`src/rtl/dot_product_top.sv`:
```
// Dot-product engine: operand RAMs A/B, a reader FSM that accumulates sum(A[i]*B[i]),
// and a writer FSM that stores each truncated result in an auto-incrementing result RAM.
module dot_product_top #(
    parameter int DATA_WIDTH      = 8,
    parameter int VECTOR_WIDTH    = 4,
    parameter int DEPTH           = 32,
    parameter int ADDR_WIDTH      = 5,
    parameter int RESULT_WIDTH    = 18,
    parameter int MEM3_ADDR_WIDTH = 4,
    parameter int MEM3_SIZE       = 64
) (
    input  logic                       clk,
    input  logic                       rst_n,
    input  logic                       write_en,
    input  logic [ADDR_WIDTH-1:0]      write_addr,
    input  logic [DATA_WIDTH-1:0]      data_a,
    input  logic [DATA_WIDTH-1:0]      data_b,
    input  logic                       start_reading,
    output logic                       reading_done,
    input  logic                       read_en,
    input  logic [MEM3_ADDR_WIDTH-1:0] read_addr,
    output logic [DATA_WIDTH-1:0]      result_out,
    output logic                       writer_busy,
    output logic                       writer_done
);

    localparam logic [1:0] RD_IDLE  = 2'd0;
    localparam logic [1:0] RD_READ  = 2'd1;
    localparam logic [1:0] RD_ACC   = 2'd2;
    localparam logic [1:0] RD_DONE  = 2'd3;

    localparam logic [1:0] WR_IDLE  = 2'd0;
    localparam logic [1:0] WR_WRITE = 2'd1;
    localparam logic [1:0] WR_DONE  = 2'd2;

    localparam logic [ADDR_WIDTH-1:0] LAST_IDX = ADDR_WIDTH'(VECTOR_WIDTH - 1);

    logic [DATA_WIDTH-1:0]      r_mem_a [DEPTH];
    logic [DATA_WIDTH-1:0]      r_mem_b [DEPTH];
    logic [DATA_WIDTH-1:0]      r_mem3  [MEM3_SIZE];

    logic [1:0]                 r_rd_state;
    logic [1:0]                 r_wr_state;
    logic [ADDR_WIDTH-1:0]      r_idx;
    logic [DATA_WIDTH-1:0]      r_a_q;
    logic [DATA_WIDTH-1:0]      r_b_q;
    logic                       r_prod_valid;
    logic [RESULT_WIDTH-1:0]    r_acc;
    logic                       r_reading_done;
    logic                       r_req;
    logic [MEM3_ADDR_WIDTH-1:0] r_wr_ptr;
    logic                       r_writer_done;

    logic                       w_start_ok;
    logic [2*DATA_WIDTH-1:0]    w_product;
    logic [RESULT_WIDTH-1:0]    w_product_ext;
    logic                       w_unused;

    // A start is only honoured when neither FSM has work in flight, including a pending request.
    assign w_start_ok    = start_reading && (r_rd_state == RD_IDLE) &&
                           (r_wr_state == WR_IDLE) && !r_req;
    assign w_product     = r_a_q * r_b_q;
    assign w_product_ext = {{(RESULT_WIDTH-2*DATA_WIDTH){1'b0}}, w_product};
    assign w_unused      = read_en;

    always_ff @(posedge clk) begin
        if (write_en) begin
            r_mem_a[write_addr] <= data_a;
            r_mem_b[write_addr] <= data_b;
        end
    end

    always_ff @(posedge clk or negedge rst_n) begin
        if (!rst_n) begin
            r_rd_state     <= RD_IDLE;
            r_idx          <= '0;
            r_a_q          <= '0;
            r_b_q          <= '0;
            r_prod_valid   <= 1'b0;
            r_acc          <= '0;
            r_reading_done <= 1'b0;
            r_req          <= 1'b0;
        end else begin
            r_req        <= 1'b0;
            r_prod_valid <= 1'b0;
            // Operands registered in READ are multiplied and summed on the following cycle.
            if (r_prod_valid) begin
                r_acc <= r_acc + w_product_ext;
            end
            case (r_rd_state)
                RD_IDLE: begin
                    if (w_start_ok) begin
                        r_acc          <= '0;
                        r_idx          <= '0;
                        r_reading_done <= 1'b0;
                        r_rd_state     <= RD_READ;
                    end
                end
                RD_READ: begin
                    r_a_q        <= r_mem_a[r_idx];
                    r_b_q        <= r_mem_b[r_idx];
                    r_prod_valid <= 1'b1;
                    r_idx        <= r_idx + 1'b1;
                    if (r_idx == LAST_IDX) begin
                        r_rd_state <= RD_ACC;
                    end
                end
                RD_ACC: begin
                    r_rd_state <= RD_DONE;
                end
                RD_DONE: begin
                    r_reading_done <= 1'b1;
                    r_req          <= 1'b1;
                    r_rd_state     <= RD_IDLE;
                end
                default: begin
                    r_rd_state <= RD_IDLE;
                end
            endcase
        end
    end

    always_ff @(posedge clk or negedge rst_n) begin
        if (!rst_n) begin
            r_wr_state    <= WR_IDLE;
            r_wr_ptr      <= '0;
            r_writer_done <= 1'b0;
            for (int i = 0; i < MEM3_SIZE; i++) begin
                r_mem3[i] <= '0;
            end
        end else begin
            case (r_wr_state)
                WR_IDLE: begin
                    if (w_start_ok) begin
                        r_writer_done <= 1'b0;
                    end
                    if (r_req) begin
                        r_wr_state <= WR_WRITE;
                    end
                end
                WR_WRITE: begin
                    r_mem3[r_wr_ptr] <= r_acc[DATA_WIDTH-1:0];
                    r_wr_ptr         <= r_wr_ptr + 1'b1;
                    r_wr_state       <= WR_DONE;
                end
                WR_DONE: begin
                    r_writer_done <= 1'b1;
                    r_wr_state    <= WR_IDLE;
                end
                default: begin
                    r_wr_state <= WR_IDLE;
                end
            endcase
        end
    end

    assign reading_done = r_reading_done;
    assign writer_done  = r_writer_done;
    assign writer_busy  = (r_wr_state == WR_WRITE);
    assign result_out   = r_mem3[read_addr];

endmodule

```
`config.mk`:
```
export PLATFORM = sky130hd
export DESIGN_NAME = dot_product_top
export DESIGN_NICKNAME = d
export VERILOG_FILES = /design/src/rtl/dot_product_top.sv
export SDC_FILE = /design/constraint.sdc
export NUM_CORES = 1
export LEC_CHECK = 0
export CORE_UTILIZATION = 30
export CTS_CLUSTER_DIAMETER = 30
export DETAILED_ROUTE_END_ITERATION = 8
export GPL_TIMING_DRIVEN = 0
export PLACE_DENSITY = 0.53
export SYNTH_ARGS = -nofsm -noshare
export SYNTH_HDL_FRONTEND = slang
export SYNTH_SLANG_ARGS = --single-unit
```
`constraint.sdc`:
```
create_clock -name clk -period 5.8 [get_ports clk]
set_clock_uncertainty 0.2 [all_clocks]
set_input_delay 1.74 -clock clk [delete_from_list [all_inputs] [get_ports clk]]
set_output_delay 1.74 -clock clk [all_outputs]
set_load 0.05 [all_outputs]
```
==> run metrics, run 1 <==
Cells on Worst Hold Path 2; Post-CTS Setup Repair Bufs 0; gpl congestion 0.799; VDD IR max 0.310 mV; FF+latch count, synth 681; Post-synth EDFFs 512; Rel. slew slack 6.94%; total global-route track usage 15.0%; Leak 12.7 nW; CTS Buf Count 135; number of global-route vias before repair 16200; Post-Synth Adder-Cell Area 2.47%; post-synth top area share 54.4%; Worst-path clk slew 0.04 ns; hold_buf cts 0; cell taking the most area after synthesis edfxtp_1; grt ovf 0; depth of the CTS H-tree 4; Die Ht 309 um; via/cell ratio 4.78; Fill cells 8655; status complete, no violations; # clock sinks 681; Non-Filler Instances 3146; Netlist cell types 44; mux contribution to synthesized area 19.3%; ys flop type edfxtp_1; final hold viol count 0; fin. max-slew vios 0; Critical Path Start read_addr[0]; Syn Area/Cell 18.0 um^2; PortBufs 36; I/O pins 41; dpl cell area 30800 um^2; internal reg-to-reg setup slack 1.07 ns; largest family of logic cells by synthesized area multiplexers; Worst Reg-to-Reg Cells 14; First-pass DRT Iterations 5; TritonCTS clock tree yes; yosys warns 0; Hold Path Class reg2reg; count of final setup violators 0; die width 309 um; metal3 WL 4050 um; clock root buffer clkbuf_16; final worst path period need 5.69 ns; DRC errors left 0; Initial Util 30.3%; post_cts resized 34; initial antenna violation count 3; simple-gate area share of the yosys netlist 3.39%; Nets 1855; wire length on met2 33900 um; Worst Hold End r_mem3[507]; WS Path Type in2out; 1st-iter DRT viols 1068; CP required 3.86 ns; worst hold margin 0.275 ns; Power Density 524 nW/um^2; largest net degree at the start of global routing 129; Setup crit end kind output pin; worst skew pair latency 0.71 ns; Via Count 15000; register area share after synthesis 69.4%; RSZ-0062 raised after global routing false; CP max FO 10; Net Count, Synth 1648; slew of the pin with the lowest slew margin 1.39 ns; top sig layer met5; layout cells sized above 1 31.8%; final period utilization 98.2%; Post-synth ARST share 24.8%; mapped cell area 28300 um^2; maxcap violations 0; r2r startpoint r_b_q[0]; f_max 176 MHz; post-placement cell count 2896; Post-Synth XOR/XNOR Area 0.686%; pre-CTS setup slack -0.836 ns; top cells by area, synth edfxtp_1, dfrtp_1, mux4_2; R2R Path End r_acc[7]; Metal-1 WL 29900 um; ANT cells 0; CP arrival 3.75 ns; layout overhead on the synthesized area 25.8%; startpoint class of the critical path input pin; Synth Instances 1573; Wirelength per Cell 22.2 um; Hold Startpoint r_mem3[507]; Synth Area in Compound Gates 2.70%; die footprint 95400 um^2; total design power 0.0186 W; post-DP HPWL 46600 um; setup ws final 0.105 ns; Routed WL 69700 um; Antenna Violating Nets Remaining 0; final instance area 35600 um^2; clk buf depth 3; first-pass GRT wire length 104000 um; area of the core 93300 um^2; FP Rows 112
==> Yosys cell counts (3+ instances only) <==
master and instances:
o21ai_0 37, nand2_1 98, buf_2 26, o22ai_1 8, clkbuf_1 44, dfrtp_1 169
edfxtp_1 512, and2_1 9, nand3b_1 5, xnor2_1 15, a22oi_1 17, a31o_2 9
buf_4 8, inv_1 49, mux4_2 139, or3b_2 3, o211ai_1 8, buf_6 3
nor2b_1 7, a21oi_1 16, nor2_1 74, nand4_1 9, mux2i_1 109, mux2_2 110
ha_1 27, a22o_1 4, nand2b_1 3, nand3_1 8, fa_1 18, a41oi_1 9
buf_1 3
==> report_power, final <==
group / internal, W / total, W / leakage (nW) / switching [W]
Clock: 0.00520 / 0.00781 / 2.22 / 0.00261
Sequential: 0.00567 / 0.00595 / 6.86 / 0.000283
Combinational: 0.00220 / 0.00486 / 3.63 / 0.00265
==> cell type report <==
type | count | area, um^2 | area share (%)
Multi-Input combinational cell | 759 | 8150 | 22.9
Clock buffer | 165 | 3630 | 10.2
Clock inverter | 84 | 1040 | 2.92
Timing Repair Buffer | 70 | 925 | 2.60
Buffer | 84 | 449 | 1.26
Inverter | 49 | 184 | 0.517
Sequential cell | 681 | 19600 | 55.1
Tap cell | 1254 | 1570 | 4.41
==> cell usage in the layout, fill, tap and decap left out, types with 33 or more instances in the layout <==
| cell | instances |
|---|---|
| clkbuf_1 | 60 |
| clkbuf_16 | 138 |
| dfrtp_1 | 169 |
| edfxtp_1 | 512 |
| inv_1 | 49 |
| mux2_2 | 110 |
| mux2i_1 | 109 |
| mux4_2 | 139 |
| nand2_1 | 98 |
| nor2_1 | 42 |
| nor2_2 | 33 |
| o21ai_0 | 37 |
==> metal layers <==
layer / global-route usage, % / vias up
met5: 0 / -
met4: 5.95 / 2
met3: 3.75 / 126
met2: 24.4 / 418
met1: 19.2 / 7905
li1: - / 6591
==> through the flow <==
stage	TNS [ns]	utilization (%)
final	0	38.1
after global routing	0	38.1
after detailed placement	-6.42	33.0
after floorplan	0	-
after CTS	-0.0686	38.1
after global placement	-648.08	32.3
==> sequential cells by signal, indices dropped and copies added (netlist names) <==
name,count
r_rd_state,2
r_req,1
reading_done,1
r_mem3,128
r_a_q,8
r_wr_ptr,4
r_b_q,8
r_idx,5
r_mem_a,256
r_wr_state,2
r_mem_b,256
writer_done,1
r_acc,8
r_prod_valid,1
==> logic make-up after synthesis <==
family / after synthesis
compound gates: 116
simple gates: 221
xor+xnor: 19
mux: 358
buf+inv: 133
fa+ha+maj: 45
flops: 681
==> worst max-delay path by stage <==
| stage | to | slack, ns | depth (start not counted) |
|---|---|---|---|
| finish | result_out[3] | 0.11 | 5 |
| global route | result_out[7] | 0.02 | 5 |
| CTS | result_out[6] | -0.07 | 5 |
| detailed placement | result_out[6] | -0.84 | 5 |
| global placement | r_a_q[5] | -3.81 | 1 |
| floorplan | result_out[0] | 0.45 | 4 |
==> critical path: stages <==
cell	delay, ns
clkbuf_1	0.32
buf_6	0.27
mux4_2	0.56
mux4_2	0.50
clkdlybuf4s15_2	0.35
Power figures use the tool's default switching activity.
==> run 2, diff against run 1 <==
- SLEW_MARGIN: unset -> 40
==> run 2 against run 1 <==
Total power hardly changed. Critical path depth unchanged. Register-to-register slack worse by 0.02 ns. Wire length up 0.27%. Clock power is essentially flat. First-iteration DRC count is 5.1% higher. Critical path type unchanged. Count of clock-buffer cells in the layout fell by 5. Final area increased by 0.80%. Fmax shrank 0.16%. Via count decreased by 0.30%. Sequential share of layout area down 0.44 points. Largest power group unchanged. Combinational power about the same.
==> run metrics, run 2 (same netlist as run 1, synthesis figures left out) <==
gpl congestion 0.799 (unchanged); switching share of total power 29.8% (+0.041 points); first-pass GRT wire length 104000 um (about the same); Cells on Worst Hold Path 2 (unchanged); First-pass DRT Iterations 5 (unchanged); maxcap violations 0 (unchanged); crit-path cells clkbuf_1 -> buf_6 -> mux4_2 -> mux4_2 -> clkdlybuf4s15_2; Seq pwr share 32.0% (about the same); biggest regs r_mem_a: 256 flops, r_mem_b: 256 flops, r_mem3: 128 flops; Global Route met2 Usage 24.5% (+0.11 points); DRC errors left 0 (unchanged); Switch Pwr 0.00555 W (+0.17%); R2R Path End r_acc[7]; busiest grt layer met2; final instance area 35800 um^2 (+0.80%); fin. max-slew vios 0 (unchanged); final period utilization 98.3% (+0.16 points); FP Rows 112 (unchanged); VDD IR max 0.329 mV (+6.2%); post-DP HPWL 47400 um (+1.6%); Worst-path clk slew 0.04 ns (about the same); CP dominant cell by count mux4_2; Rel. slew slack 43.6% (+37 points); r2r startpoint r_b_q[0]; internal reg-to-reg setup slack 1.05 ns (-0.02 ns); met1 Track Usage GR 19.4% (+0.23 points); Post-CTS Setup Repair Bufs 0 (unchanged); Leak 12.8 nW (+0.82%); grt ovf 0 (unchanged); depth of the CTS H-tree 4 (unchanged); cell-internal power 0.0131 W (about the same); clk buf depth 3 (unchanged); die footprint 95400 um^2 (unchanged); final core occ 38.4% (+0.31 points); via/cell ratio 4.77 (-0.20%); die width 309 um (unchanged); commonest cells after routing, fill and taps aside edfxtp_1, dfrtp_1, mux4_2; status complete, no violations; CP max stage cell mux4_2; Die Ht 309 um (unchanged); Non-Filler Instances 3143 (-0.095%); startpoint class of the critical path input pin; f_max 175 MHz (-0.16%); CP max FO 10 (unchanged); GR Util met3 3.53% (-0.23 points); PortBufs 36 (unchanged); count of final setup violators 0 (unchanged); Wirelength per Cell 22.2 um (+0.36%); Power Density 520 nW/um^2 (-0.77%); CP endpoint result_out[7]; commonest non-fill, non-tap cell in the layout edfxtp_1; Nets 1857 (+0.11%); ANT cells 0 (unchanged); dpl cell area 31200 um^2 (+1.0%); # clock sinks 681 (unchanged); Setup crit end kind output pin; post-placement cell count 2901 (+0.17%); Worst path max stage delay 0.58 ns (+0.02 ns); I/O pins 41 (unchanged); slew of the pin with the lowest slew margin 0.837 ns (-0.555 ns); CTS Buf Count 133 (-1.5%); area of the core 93300 um^2 (unchanged); Critical Path Start read_addr[0]; Logic pwr share 26.2% (about the same); TritonCTS clock tree yes; Hold Path Class reg2reg; CP arrival 3.76 ns (about the same); Worst Reg-to-Reg Cells 14 (unchanged); RSZ-0062 raised after global routing false; WS Path Type in2out; layout overhead on the synthesized area 26.8%; initial antenna violation count 4 (+1); CP required 3.86 ns (about the same); total global-route track usage 15.0% (+0.018 points); worst skew pair latency 0.70 ns (about the same); layout cells sized above 1 33.5% (+1.7 points); clock share of power 41.8% (about the same); Routed WL 69900 um (+0.27%); number of global-route vias before repair 16100 (-0.94%); final hold viol count 0 (unchanged); Initial Util 30.3% (unchanged); final worst path period need 5.70 ns (+0.00910 ns); largest net degree at the start of global routing 66 (-49%); clock root buffer clkbuf_16; Fill cells 8652 (-0.035%); Antenna Violating Nets Remaining 0 (unchanged); Via Count 15000 (-0.30%); 1st-iter DRT viols 1122 (+5.1%)
run 2: per-layer routing:
metal / vias up / part of all wire (%)
met5: - / 0.031
met4: 4 / 2.4
met3: 110 / 5.6
met2: 439 / 49
met1: 7858 / 43
li1: 6586 / -
run 2: cell type report:
type / count / area, um^2 / area share, %
clock inverter: 82 / 1040 / 2.91
buffer: 84 / 457 / 1.27
clock buffer: 160 / 3580 / 9.98
sequential: 681 / 19600 / 54.7
inverter: 49 / 184 / 0.513
timing repair buffer: 74 / 1050 / 2.94
multi-input combinational: 759 / 8360 / 23.3
tap: 1254 / 1570 / 4.38
run 2: metrics by stage:
step | hold slack (ns) | total power [W] | setup WS (ns) | TNS, ns
6_report | 0.277 | 0.0186 | 0.0962 | 0
5_1_grt | 0.304 | 0.0195 | 0.0220 | 0
4_1_cts | 0.277 | 0.0189 | 0.0198 | 0
3_5_place_dp | 0.268 | 0.0110 | -0.838 | -6.41
3_3_place_gp | 0.256 | 0.0109 | -3.81 | -648.08
2_1_floorplan | 0.245 | 0.00946 | 0.448 | 0
run 2: what timing repair did:
action / 4_1_cts / 5_1_grt
endpoints found under the hold margin: 0 / 0
gates resized for setup: 35 / 4
hold buffers: 0 / 0
endpoints found under the setup margin: 8 / 8
run 2: worst min-delay path by stage:
stage | start | endpoint | slack, ns
after detailed placement | r_mem3[505] | r_mem3[505] | 0.27
after floorplan | r_mem3[489] | r_mem3[489] | 0.24
after global routing | r_mem3[489] | r_mem3[489] | 0.30
after global placement | r_mem3[507] | r_mem3[507] | 0.26
final | r_mem3[505] | r_mem3[505] | 0.28
after CTS | r_mem3[505] | r_mem3[505] | 0.28
run 2: power by group through the flow:
stage          logic, W  clock network [W]  registers (W)
3_5_place_dp    0.00496                  0        0.00604
6_report        0.00488            0.00778        0.00596
4_1_cts         0.00498            0.00791        0.00596
2_1_floorplan   0.00352                  0        0.00595
5_1_grt         0.00538            0.00815        0.00601
3_3_place_gp    0.00489                  0        0.00601
run 2: critical path: cells and delay by family:
family | cells | cell delay (ns)
buffers and inverters | 3 | 0.94
muxes | 2 | 1.07
==> run 3, diff against run 2 <==
- CORE_ASPECT_RATIO: unset -> 1.1
- CORE_MARGIN: unset -> 10
- CTS_CLUSTER_SIZE: unset -> 14
==> run 3 against run 2 <==
Register-to-register slack worse by 0.02 ns. Total power hardly changed. Count of clock-buffer cells in the layout is 3 lower. Fmax is 0.49% higher. Utilization is 0.15 points lower. Via count is 0.19% lower. Worst hold slack better by 0.0022 ns. Global-route usage is 1.9 points lower. Critical path type unchanged. Critical endpoint is now result_out[2]. Largest cell class unchanged.
==> run metrics, run 3 (same netlist as run 1, synthesis figures left out) <==
slew of the pin with the lowest slew margin 0.822 ns (-0.0146 ns); f_max 176 MHz (+0.49%); gpl congestion 0.799 (-0.10%); I/O pins 41 (unchanged); clk buf depth 3 (unchanged); Antenna Violating Nets Remaining 0 (unchanged); via/cell ratio 4.74 (-0.60%); FP Rows 118 (+5.4%); commonest non-fill, non-tap cell in the layout edfxtp_1; depth of the CTS H-tree 4 (unchanged); CTS Buf Count 139 (+4.5%); Via Count 15000 (-0.19%); TritonCTS clock tree yes; Logic pwr share 26.1% (about the same); crit-path cells clkbuf_1 -> buf_4 -> mux4_2 -> mux4_2 -> clkdlybuf4s15_2; commonest cells after routing, fill and taps aside edfxtp_1, dfrtp_1, mux4_2, clkbuf_16, mux2_2; layout cells sized above 1 33.3% (-0.23 points); ANT cells 0 (unchanged); VDD IR max 0.414 mV (+26%); Rel. slew slack 44.6% (+0.99 points); Leak 12.8 nW (+0.27%); Wirelength per Cell 22.1 um (-0.51%); number of global-route vias before repair 16300 (+1.4%); initial antenna violation count 4 (unchanged); RSZ-0062 raised after global routing false; First-pass DRT Iterations 5 (unchanged); startpoint class of the critical path input pin; Switch Pwr 0.00564 W (+1.5%); final hold viol count 0 (unchanged); final worst path period need 5.68 ns (-0.0277 ns); Setup crit end kind output pin; largest net degree at the start of global routing 72 (+9.1%); 1st-iter DRT viols 1148 (+2.3%); CP dominant cell by count mux4_2; post-placement cell count 2905 (+0.14%); CP required 3.86 ns (about the same); worst skew pair latency 0.71 ns (about the same); CP max FO 10 (unchanged); total global-route track usage 13.2% (-1.9 points); CP arrival 3.74 ns (-0.02 ns); Worst path max stage delay 0.59 ns (about the same); setup ws final 0.124 ns (+0.0277 ns); Hold Path Class reg2reg; count of final setup violators 0 (unchanged); layout overhead on the synthesized area 26.9% (about the same); CP max stage cell mux4_2; pre-CTS setup slack -0.822 ns (+0.0158 ns); PortBufs 36 (unchanged); Power Density 520 nW/um^2 (about the same); DRC errors left 0 (unchanged); post-DP HPWL 47800 um (+0.92%); fin. max-slew vios 0 (unchanged); switching share of total power 30.3% (+0.43 points); Seq pwr share 32.0% (about the same); status complete, no violations; final period utilization 97.9% (-0.48 points); WS Path Type in2out; Worst-path clk slew 0.04 ns (about the same); die footprint 107000 um^2 (+12%); Initial Util 30.1% (-0.14 points); biggest regs r_mem_a: 256 flops, r_mem_b: 256 flops, r_mem3: 128 flops; area of the core 93800 um^2 (+0.45%); hold_buf cts 0 (unchanged); multi-input gate area in the final layout 8360 um^2 (unchanged); clock root buffer clkbuf_16; register area 19600 um^2 (unchanged); # clock sinks 681 (unchanged); worst hold margin 0.279 ns (+0.00224 ns); Nets 1861 (+0.22%); die width 313 um (+1.2%); maxcap violations 0 (unchanged); grt ovf 0 (unchanged); clock share of power 42.0% (+0.2 points); Die Ht 342 um (+11%); first-pass GRT wire length 106000 um (+1.2%); final core occ 38.3% (-0.15 points); Routed WL 69800 um (about the same); cell-internal power 0.0130 W (-0.55%); Fill cells 8644 (-0.092%); Non-Filler Instances 3156 (+0.41%)
## run 3: cell types whose count changed in the layout (fill, tap and decap cells not counted), moves of 4 or more
| cell | delta |
|---|---|
| clkinv_1 | +13 |
| clkinvlp_4 | -8 |
| clkinv_4 | +6 |
| clkbuf_1 | -5 |
| clkinv_16 | +4 |
## run 3: power groups by stage
stage	logic, W	registers, W	clock network (W)
global route	0.00540	0.00600	0.00824
global placement	0.00487	0.00601	0
finish	0.00486	0.00596	0.00782
CTS	0.00497	0.00596	0.00796
detailed placement	0.00494	0.00604	0
floorplan	0.00352	0.00595	0
## run 3: worst max-delay path: cells and delay by family
kind | cells | cell delay [ns]
muxes | 2 | 1.08
buffers and inverters | 3 | 0.91
## run 3: metrics by stage
stage	power (W)	TNS, ns	cell area [um^2]
4_1_cts	0.0189	0	35900
3_5_place_dp	0.0110	-6.35	31100
2_1_floorplan	0.00946	0	28300
6_report	0.0186	0	35900
3_3_place_gp	0.0109	-653.32	30200
5_1_grt	0.0196	0	35900
## run 3: layout make-up
type / count / share of cell area [%]
flip-flops and latches: 681 / 54.7
multi-input cells: 759 / 23.3
clock buffers: 157 / 10.0
well taps: 1260 / 4.40
clock inverters: 94 / 3.14
repair buffers: 72 / 2.76
plain buffers: 84 / 1.24
inverters: 49 / 0.513
## run 3: path summary, 6_finish.rpt
kind | slack [ns] | startpoint | cells past startpoint | endpoint
max | 0.12 | read_addr[0] | 5 | result_out[2]
min | 0.28 | r_mem3[505] | 2 | r_mem3[505]
max reg2reg | 1.03 | r_b_q[0] | 14 | r_acc[7]
min reg2reg | 0.28 | r_mem3[505] | 2 | r_mem3[505]
max in group asynchronous | 3.87 | rst_n | 2 | r_mem3[486]
min in group asynchronous | 0.75 | rst_n | 1 | r_mem3[450]
## run 3: repair_timing
action / 4_1_cts / 5_1_grt
resized for setup: 43 / 0
buffers inserted: 0 / 0
setup endpoints to repair: 8 / 0
endpoints found under the hold margin: 0 / 0
## run 3: routing by layer
metal | vias to the layer above | routed length, um | track usage (%)
met4 | 2 | 2210 | 5.74
met5 | - | 12 | 0
li1 | 6616 | - | -
met3 | 134 | 3840 | 3.27
met1 | 7814 | 29100 | 16.3
met2 | 402 | 34700 | 21.7
==> patch 1, RTL diff (settings of run 3) <==
Register the outputs `result_out` and `writer_busy`; this adds one clock of latency there. The other outputs are not delayed to match.
--- a/src/rtl/dot_product_top.sv
+++ b/src/rtl/dot_product_top.sv
@@ -158,4 +158,6 @@
     assign writer_done  = r_writer_done;
-    assign writer_busy  = (r_wr_state == WR_WRITE);
-    assign result_out   = r_mem3[read_addr];
+    always_ff @(posedge clk) begin
+        result_out  <= r_mem3[read_addr];
+        writer_busy <= (r_wr_state == WR_WRITE);
+    end
 
Function: same outputs for any inputs over 4 cycles, from zero or initial values and one cycle with rst_n low; that may be too few to reach the edited logic, so the function may still have changed.
==> patch 1 against run 3 <==
Sequential cell count grew 9; worst setup slack gained 0.98 ns; synthesized area rose by 1.4%; total power grew 11%; die area up 1.3%; routed wire length up 3.9%; design area increased by 1.5%; sequential share of layout area fell by 0.33 points; highest routed layer is now met4.
==> patch 1: results (changes against run 3) <==
GRT
The pin count of the biggest net entering global routing was 79 (was 72). The number of antenna violations at the first check in global routing came to 0 (was 4). The met2 track demand over resource came to 0.223 (was 0.217). The met3 demand-to-capacity share in global routing was 0.0300 (was 0.0327). The overall track demand over capacity in global routing was 0.134 (was 0.132).

Pwr
The static power due to leakage is 13.1 nW (was 12.8 nW). The worst-case vdd ir drop is 0.931 mV (was 0.414 mV).

Setup path
The family of cells with the greatest summed delay on the critical path is adder cells (was multiplexers). The largest driver fanout on the critical path is 9 (was 10). The arrival time of data at the critical path endpoint is 5.14 ns (was 3.74 ns).

Clock network
The post-CTS resize count is 0 (was 43). The clock latency on the worst-skew pair is 0.75 ns (was 0.71 ns). The number of buffers added by the clock tree synthesis step is 145 (was 139).

Placement
The instance area at placement was 31,400 sq um (was 31,100 sq um). The total placed cells including tap cells is 2,994 (was 2,905). The placer's final routability congestion estimate is 0.795 (was 0.799). The post-placement worst setup slack is 1.05 ns (was -0.822 ns). The placed wire-length estimate came to 47,900 microns (was 47,800 microns).

Drt
The wire length on met2 is 35,800 microns (was 34,700 microns). The top layer used by detailed routing is met4 (was met5). The met3 routed wirelength is 3390 microns (was 3840 microns). The met1 routed wirelength after detailed routing was 30,800 microns (was 29,100 microns). The number of vias per cell after detailed routing is 4.80 (was 4.74).

Layout
The final cell count without fillers is 3,259 (was 3,156). The share of the core filled with cells in the final layout is 0.385 (was 0.383). The count of fill cells added during filler insertion is 8,640 (was 8,644). The layout cell share with drive strength beyond 1 came to 0.289 (was 0.333).

Logic synthesis
The proportion of synthesized flip-flops having asynchronous set or reset is 0.245 (was 0.248). The sequential element share of the synthesized area is 0.690 (was 0.694). The net count of the mapped netlist is 1,741 (was 1,648).

Run status
Outcome: completed (unchanged).
patch 1: cell count changes after synthesis, sizes merged, moves of 19 or more:
cell	delta
a22o	+26
mux4	-63
a22oi	+57
nand2	-36
mux2i	+73
buf	+19
patch 1: area by class of cell:
cell class / instances / area share
diodes: 1 / 0.0000687
plain buffers: 91 / 0.0155
clock buffers: 174 / 0.104
clock inverters: 90 / 0.0343
inverters: 41 / 0.00423
multi-input cells: 844 / 0.232
flip-flops and latches: 690 / 0.543
well taps: 1260 / 0.0433
repair buffers: 68 / 0.0241
patch 1: final timing paths:
path                              from          end  slack [ns]  depth (start not counted)
max                           r_b_q[0]     r_acc[7]        1.10                         15
min                        r_mem3[489]  r_mem3[489]        0.27                          2
max reg2reg                   r_b_q[0]     r_acc[7]        1.10                         15
min reg2reg                r_mem3[489]  r_mem3[489]        0.27                          2
max in group asynchronous        rst_n  r_mem3[391]        3.96                          2
min in group asynchronous        rst_n  r_mem3[498]        0.72                          1
patch 1: cells by family (layout without fill, tap and decap cells):
kind of cell             after synthesis  count (layout)  share of synthesized area
adder cells (fa/ha/maj)               45              45                     0.0244
multiplexers                         373             373                      0.168
buffers and inverters                132             464                     0.0249
other                                  0               1                          0
XOR/XNOR                              19              19                    0.00729
flip-flops                           690             690                      0.690
AND/OR/NAND/NOR                      191             191                     0.0321
AO/OA/AOI/OAI                        216             216                     0.0525
patch 1: tightest hold or removal path, stage by stage (launching register included):
cell	delay (ns)
sky130_fd_sc_hd__dfrtp_1	0.33
sky130_fd_sc_hd__nand2_1	0.04
sky130_fd_sc_hd__o21ai_0	0.06
patch 1: where the power goes:
part	switching, mW	internal [mW]	total (mW)
clock	2.79	5.55	8.33
sequential	0.302	5.74	6.04
combinational	3.42	2.97	6.39
==> patch 2, RTL diff (settings of run 3) <==
Without the edit above. Change the parameter `MEM3_ADDR_WIDTH` from 4 to 2.
--- a/src/rtl/dot_product_top.sv
+++ b/src/rtl/dot_product_top.sv
@@ -8,3 +8,3 @@
     parameter int RESULT_WIDTH    = 18,
-    parameter int MEM3_ADDR_WIDTH = 4,
+    parameter int MEM3_ADDR_WIDTH = 2,
     parameter int MEM3_SIZE       = 64
Interface: changed (resized read_addr); port bits go from 41 to 39. No check against the original RTL was run, so the function may have changed too.
==> patch 2 against run 3 <==
Design area shrank 16%; worst hold slack lost 0.011 ns; register-to-register slack lost 0.12 ns; die area shrank 15%; synthesized area shrank 16%; worst setup slack gained 0.12 ns; sequential power shrank 15%; utilization grew 0.47 points; sequential cell count shrank 98; total power shrank 11%; routed wire length shrank 18%; fmax grew 2.2%; highest routed layer is now met4.
==> patch 2: results (changes against run 3) <==
Run status
Outcome: completed (unchanged).

GRT
The global-route wire length before repair was 86,700 microns (was 106,000 microns). The number of global-route vias before repair is 13,200 (was 16,300). The overall track demand over capacity in global routing is 0.128 (was 0.132). The pin count of the biggest net entering global routing is 56 (was 72).

Pwr
The worst-case vdd ir drop was 0.567 mV (was 0.414 mV). The static power due to leakage is 10.2 nW (was 12.8 nW).

Placement
The placer's final routability congestion estimate is 0.806 (was 0.799). The total placed cells including tap cells was 2,364 (was 2,905). The post-placement worst setup slack is 0.187 ns (was -0.822 ns).

Drt
The detailed-route via count came to 12,300 (was 15,000). The routed length per placed instance is 22.3 microns (was 22.1 microns).

Clock network
The post-CTS resize count is 0 (was 43). The clock latency on the worst-skew pair is 0.68 ns (was 0.71 ns). The number of buffers added by the clock tree synthesis step is 112 (was 139).

Logic synthesis
The proportion of synthesized flip-flops having asynchronous set or reset was 0.122 (was 0.248). The sequential element share of the synthesized area came to 0.724 (was 0.694). The parity-gate share of the synthesized area counting xor and xnor cells is 0.00745 (was 0.00686). The complex-gate fraction of the synthesized area is 0.0343 (was 0.0270).

Layout
The layout cell share with drive strength beyond 1 was 0.285 (was 0.333). The count of fill cells added during filler insertion is 7,111 (was 8,644).

Setup path
The worst-path cell with the longest stage delay is sky130_fd_sc_hd__clkdlybuf4s50_1 (was sky130_fd_sc_hd__mux4_2). The largest driver fanout on the critical path is 8 (was 10). The delay of the slowest critical-path stage is 0.72 ns (was 0.59 ns).

Timing
The tightest slew margin relative to the limit was 0.418 (was 0.446).
## patch 2: kinds of logic (layout without fill, tap and decap cells)
| kind of cell | Yosys count | after routing |
|---|---|---|
| flip-flops | 583 | 583 |
| multiplexers | 204 | 204 |
| AND/OR/NAND/NOR | 176 | 176 |
| AO/OA/AOI/OAI | 124 | 124 |
| buffers and inverters | 110 | 393 |
| adder cells (fa/ha/maj) | 45 | 45 |
| XOR/XNOR | 17 | 17 |
## patch 2: path summary, 6_finish.rpt
path                                 end  slack [ns]  cells after the start          start
min                        r_wr_state[1]        0.27                      1  r_wr_state[1]
max reg2reg                     r_acc[7]        0.91                     17       r_b_q[0]
max in group asynchronous       r_acc[7]        4.12                      2          rst_n
min in group asynchronous       r_b_q[7]        0.73                      1          rst_n
max                        result_out[4]        0.25                      3   read_addr[0]
min reg2reg                r_wr_state[1]        0.27                      1  r_wr_state[1]
## patch 2: per-layer routing
| layer | track usage | vias up | share of wire |
|---|---|---|---|
| li1 | - | 5400 | - |
| met1 | 0.165 | 6441 | 0.42 |
| met2 | 0.216 | 368 | 0.50 |
| met3 | 0.0253 | 112 | 0.051 |
| met4 | 0.0388 | 0 | 0.025 |
| met5 | 0 | - | 0 |
## patch 2: critical path: cells and delay by family
| family | cells | cell delay (ns) |
|---|---|---|
| buffers and inverters | 2 | 1.27 |
| multiplexers | 1 | 0.60 |
## patch 2: area by class of cell
cell class / instances / share of cell area
Tap cell: 1035 / 0.0429
Inverter: 47 / 0.00585
Clock inverter: 82 / 0.0337
Sequential cell: 583 / 0.568
Buffer: 63 / 0.0112
Clock buffer: 131 / 0.0997
Multi-Input combinational cell: 566 / 0.207
Timing Repair Buffer: 70 / 0.0309
## patch 2: power by group
part           switching [mW]  internal [mW]
combinational            2.56           2.31
sequential              0.192           4.85
clock                    2.24           4.45
total                    4.99           11.6
